$ cat config.mk
export PLATFORM = sky130hd
export DESIGN_NAME = cla32_arbiter
export DESIGN_NICKNAME = d
export VERILOG_FILES = /design/src/rtl/cla32_arbiter.sv
export SDC_FILE = /design/constraint.sdc
export NUM_CORES = 1
export LEC_CHECK = 0
export ABC_AREA = 1
export BUFFER_PORTS_ARGS = -buffer_cell sky130_fd_sc_hd__buf_2
export CORE_MARGIN = 3
export CORE_UTILIZATION = 45
export DETAILED_ROUTE_END_ITERATION = 8
export HOLD_SLACK_MARGIN = 0.03
export PLACE_DENSITY_LB_ADDON = 0.15
export SYNTH_ARGS = -nofsm -noshare
export SYNTH_HDL_FRONTEND = slang
export SYNTH_SLANG_ARGS = --single-unit
$ cat constraint.sdc
create_clock -name clk -period 5.25 [get_ports clk]
set_input_delay 1.05 -clock clk [delete_from_list [all_inputs] [get_ports clk]]
set_output_delay 1.05 -clock clk [all_outputs]
set_load 0.02 [all_outputs]
$ cat src/rtl/cla32_arbiter.sv
// Two-requester front end for a shared 32-bit carry look-ahead adder.
// A round-robin or fixed-priority grant selects one add/subtract request.
// A three-state FSM then runs the shared adder and returns a registered
// result with flags, plus a one-cycle ack to the winner.
module cla32_arbiter #(
  parameter int FAIR = 1
) (
  input  logic        clk,
  input  logic        reset_n,
  input  logic        req0,
  input  logic        op0,
  input  logic [31:0] a0,
  input  logic [31:0] b0,
  output logic        ack0,
  input  logic        req1,
  input  logic        op1,
  input  logic [31:0] a1,
  input  logic [31:0] b1,
  output logic        ack1,
  output logic [31:0] result,
  output logic        co,
  output logic        ovf,
  output logic        zero,
  output logic        valid,
  output logic        gnt_id
);

  typedef enum logic [1:0] {IDLE, EXEC, DONE} state_t;

  state_t      state_q;
  logic [31:0] a_q, beff_q;
  logic        ci_q;
  logic        owner_q;
  logic        last_gnt_q;
  logic        win_d;
  logic [31:0] sum;
  logic [8:0]  c;

  // Winner for this IDLE edge; only meaningful when at least one req is up.
  always_comb begin
    win_d = 1'b0;
    if (req0 && req1) win_d = (FAIR != 0) ? ~last_gnt_q : 1'b0;
    else              win_d = req1;
  end

  // Adder sees only the latched operands, never the live requester buses.
  assign c[0] = ci_q;

  for (genvar k = 0; k < 8; k++) begin : g_grp
    logic [3:0] gg, pp;
    logic [4:0] cc;
    assign gg    = a_q[4*k +: 4] & beff_q[4*k +: 4];
    assign pp    = a_q[4*k +: 4] ^ beff_q[4*k +: 4];
    assign cc[0] = c[k];
    assign cc[1] = gg[0] | (pp[0] & cc[0]);
    assign cc[2] = gg[1] | (pp[1] & gg[0]) | (pp[1] & pp[0] & cc[0]);
    assign cc[3] = gg[2] | (pp[2] & gg[1]) | (pp[2] & pp[1] & gg[0])
                 | (pp[2] & pp[1] & pp[0] & cc[0]);
    assign cc[4] = gg[3] | (pp[3] & gg[2]) | (pp[3] & pp[2] & gg[1])
                 | (pp[3] & pp[2] & pp[1] & gg[0])
                 | (pp[3] & pp[2] & pp[1] & pp[0] & cc[0]);
    assign sum[4*k +: 4] = pp ^ cc[3:0];
    assign c[k+1]        = cc[4];
  end

  // Grant / execute / done sequencer with all outputs registered.
  always_ff @(posedge clk or negedge reset_n) begin
    if (!reset_n) begin
      state_q    <= IDLE;
      a_q        <= '0;
      beff_q     <= '0;
      ci_q       <= 1'b0;
      owner_q    <= 1'b0;
      last_gnt_q <= 1'b1;
      result     <= '0;
      co         <= 1'b0;
      ovf        <= 1'b0;
      zero       <= 1'b0;
      valid      <= 1'b0;
      ack0       <= 1'b0;
      ack1       <= 1'b0;
      gnt_id     <= 1'b0;
    end else begin
      case (state_q)
        IDLE: begin
          valid <= 1'b0;
          ack0  <= 1'b0;
          ack1  <= 1'b0;
          if (req0 || req1) begin
            a_q     <= win_d ? a1 : a0;
            beff_q  <= win_d ? (op1 ? ~b1 : b1) : (op0 ? ~b0 : b0);
            ci_q    <= win_d ? op1 : op0;
            owner_q <= win_d;
            state_q <= EXEC;
          end
        end
        EXEC: begin
          result     <= sum;
          co         <= c[8];
          ovf        <= (a_q[31] == beff_q[31]) && (sum[31] != a_q[31]);
          zero       <= (sum == 32'd0);
          gnt_id     <= owner_q;
          last_gnt_q <= owner_q;
          valid      <= 1'b1;
          ack0       <= ~owner_q;
          ack1       <= owner_q;
          state_q    <= DONE;
        end
        DONE: begin
          valid   <= 1'b0;
          ack0    <= 1'b0;
          ack1    <= 1'b0;
          state_q <= IDLE;
        end
        default: state_q <= IDLE;
      endcase
    end
  end

endmodule

==> impl_metrics.env <==
export IMPL_run_status="complete, no violations"
export IMPL_post_route_min_period_ns=3.68
export IMPL_maxCapViolCount=0
export IMPL_cts_resized=0
export IMPL_vias=5739
export IMPL_drc=0
export IMPL_gp_congestion=0.820
export IMPL_nNetsFinal=1144
export IMPL_cts_made_buffers=9
export IMPL_synth_seq_cells=108
export IMPL_rsz0062_at_grt="false"
export IMPL_power_internal_mw=2.71
export IMPL_regArea_um2=2700
export IMPL_max_freq_mhz=272
export IMPL_critPathMaxStageDelay_ns=0.42
export IMPL_cts_tree="yes"
export IMPL_synth_fp_nets=997
export IMPL_hold_path_class="flip-flop to flip-flop"
export IMPL_cp_end_kind="flip-flop"
export IMPL_cts_hold_fix_buffers=0
export IMPL_p_clk_share_pct=11.9
export IMPL_fillers=1384
export IMPL_critPathSlowestCell="fa_1"
export IMPL_power_mw=5.40
export IMPL_ant_nets=0
export IMPL_drt_first_pass_iters=4
export IMPL_arrival_ns=3.97
export IMPL_ys_warnings_count=0
export IMPL_comb_power_share_pct=59.5
export IMPL_antenna_found_initial=0
export IMPL_fin_crit_sh_pct=70.1
export IMPL_start_util_pct=46.5
export IMPL_multi_input_area_um2=3530
export IMPL_critPathBufInv=1
export IMPL_hold_viol=0
export IMPL_setup_viol=0
export IMPL_dp_slack_ns=1.57
export IMPL_routed_wl_um=16800
export IMPL_cellLeakagePower_nw=4.06
export IMPL_dp_hpwl_um=12400
export IMPL_crit_type="flip-flop to flip-flop"
export IMPL_dieArea_um2=16000
export IMPL_worst_slew_pin_slew_ns=1.07
export IMPL_die_w_um=126
export IMPL_clk_latency_ns=0.35
export IMPL_wl_per_cell_um=14.6
export IMPL_final_setup_worst_slack_ns=1.57
export IMPL_ioPinCount=173
export IMPL_area_growth_pct=19.4
export IMPL_drv_slew=0
export IMPL_post_cts_buffers=0
export IMPL_switching_share_pct=49.9
export IMPL_overflow=0
export IMPL_syn_avg_cell_area_um2=7.93
export IMPL_grt_pass1_wl_um=27600
export IMPL_peakVddDrop_uv=369
export IMPL_relSlewSlack_pct=28.7
export IMPL_core_area_um2=14000
export IMPL_hold_worst_slack_ns=0.478
export IMPL_switching_power_mw=2.69
export IMPL_fin_skew_ns=0.00714
export IMPL_post_route_cell_area_um2=7790
export IMPL_synth_area_um2=6530
export IMPL_grt_max_degree=100
export IMPL_syn_inst=823
export IMPL_seq_area_frac_synth_pct=41.4
export IMPL_drt_iter0_markers=317
export IMPL_start_kind="flip-flop"
export IMPL_met3_usage_pct=3.66
export IMPL_p_seq_share_pct=28.6
export IMPL_die_h_um=126
export IMPL_drive_above_1_share_pct=22.1
export IMPL_path_max_fanout=7
export IMPL_synth_cell_types=23
export IMPL_vias_per_cell=4.97
export IMPL_cts_buffer_depth=2
export IMPL_rows=43
export IMPL_met1_usage_pct=32.6
export IMPL_top_usage_layer="met1"
export IMPL_cts_root_buffer="clkbuf_16"
export IMPL_setup_tns_ns=0
export IMPL_io_buffer_count=172
export IMPL_path_clk_slew_ns=0.07
export IMPL_dpl_cell_area_um2=7510
export IMPL_clock_sinks=108
export IMPL_cts_htree_levels=3
export IMPL_power_density_nw_per_um2=693
export IMPL_worstPathRequired_ns=5.54
export IMPL_crit_family="simple AND/OR/NAND/NOR gates"
export IMPL_grt_usage_pct=21.4
export IMPL_global_route_usage_met2_pct=31.3
export IMPL_insertedDiodeCount=0
export IMPL_grt_pass1_vias=5421
state kept, by name (all words and copies together), names as in the netlist:
register    count
valid           1
beff_q         32
ack0            1
owner_q         1
ack1            1
co              1
gnt_id          1
zero            1
ci_q            1
a_q            32
last_gnt_q      1
result         32
ovf             1
state_q         2
cells by family after synthesis:
| family | Yosys count | synth area share [%] |
|---|---|---|
| and+or+nand+nor | 344 | 21.6 |
| AOI/OAI and AO/OA | 174 | 13.5 |
| buffers and inverters | 81 | 4.66 |
| adders and majority gates | 40 | 8.59 |
| DFF | 108 | 41.4 |
| xor gates and xnor gates | 76 | 10.2 |
worst min-delay path, stage by stage, from the launching register on:
cell     delay [ns]
dfrtp_1        0.34
nand2_1        0.05
nand2_1        0.05
final timing paths:
path,to,from,cells past startpoint,slack [ns]
min in group asynchronous,a_q[11]$_DFFE_PN0P_,reset_n,1,0.75
worst min-delay path,result[20]$_DFFE_PN0N_,result[20]$_DFFE_PN0N_,2,0.48
worst min register to register,result[20]$_DFFE_PN0N_,result[20]$_DFFE_PN0N_,2,0.48
worst max-delay path,zero$_DFFE_PN0N_,a_q[6]$_DFFE_PN0P_,33,1.57
worst max register to register,zero$_DFFE_PN0N_,a_q[6]$_DFFE_PN0P_,33,1.57
max in group asynchronous,a_q[27]$_DFFE_PN0P_,reset_n,2,3.35
layer usage:
layer  vias up  part of all wire, %
met4         0                  1.2
met2       177                   43
met5         -                    0
li1       2962                    -
met1      2585                   49
met3        15                  6.7
cell type report:
cell class,instances,share of cell area (%)
Clock buffer,11,3.12
Clock inverter,5,0.466
Inverter,40,1.93
Multi-Input combinational cell,634,45.3
Sequential cell,108,34.7
Tap cell,180,2.89
Timing Repair Buffer,177,11.6
power by group through the flow:
| stage | registers, mW | logic [mW] | clock network (mW) |
|---|---|---|---|
| floorplan | 1.67 | 2.11 | 0 |
| global placement | 1.55 | 3.19 | 0 |
| detailed placement | 1.57 | 3.21 | 0 |
| CTS | 1.55 | 3.23 | 0.660 |
| global route | 1.61 | 3.67 | 0.699 |
| finish | 1.55 | 3.21 | 0.642 |
synthesized netlist by cell type:
cell type,count,area (um^2)
fa_1,8,160
inv_1,38,143
o21ai_1,1,5.00
clkbuf_1,36,135
dfstp_2,1,26.3
nand3_1,26,130
nand2_4,4,45.0
inv_2,2,7.51
nand3_2,2,20.0
xor2_1,42,368
a31oi_1,7,43.8
o21ai_0,118,591
a21oi_1,47,235
nor3_1,5,25.0
nand2_2,11,68.8
nor2_1,70,263
dfrtp_1,107,2680
nand4_1,4,25.0
ha_1,32,400
a211oi_1,1,7.51
buf_1,5,18.8
xnor2_1,34,298
nand2_1,222,833
per-stage QoR:
stage          instances  util, %
6_report            1155     55.5
5_1_grt             1155     55.5
4_1_cts             1155     55.5
3_5_place_dp        1139     53.5
3_3_place_gp        1139     53.5
2_1_floorplan        823        -
layout by cell type (no fill, tap or decap):
cell       netlist  layout
nand2_4          4       4
o21ai_0        118     118
a31oi_1          7       7
clkinv_4         0       1
buf_4            0       6
inv_1           38      37
clkbuf_8         0       1
buf_2            0     171
clkbuf_1        36       1
inv_6            0       2
ha_1            32      32
xor2_1          42      42
clkbuf_16        0       9
xnor2_1         34      34
nor2_1          70      70
fa_1             8       8
nand2_2         11      12
clkinv_2         0       2
dfstp_2          1       1
nor3_1           5       5
nand2_1        222     221
nand3_2          2       2
a21oi_1         47      47
a211oi_1         1       1
o21ai_4          0       1
nand4_1          4       4
inv_2            2       3
nand3_1         26      26
dfrtp_1        107     107
(Power assumes the default switching activity.)
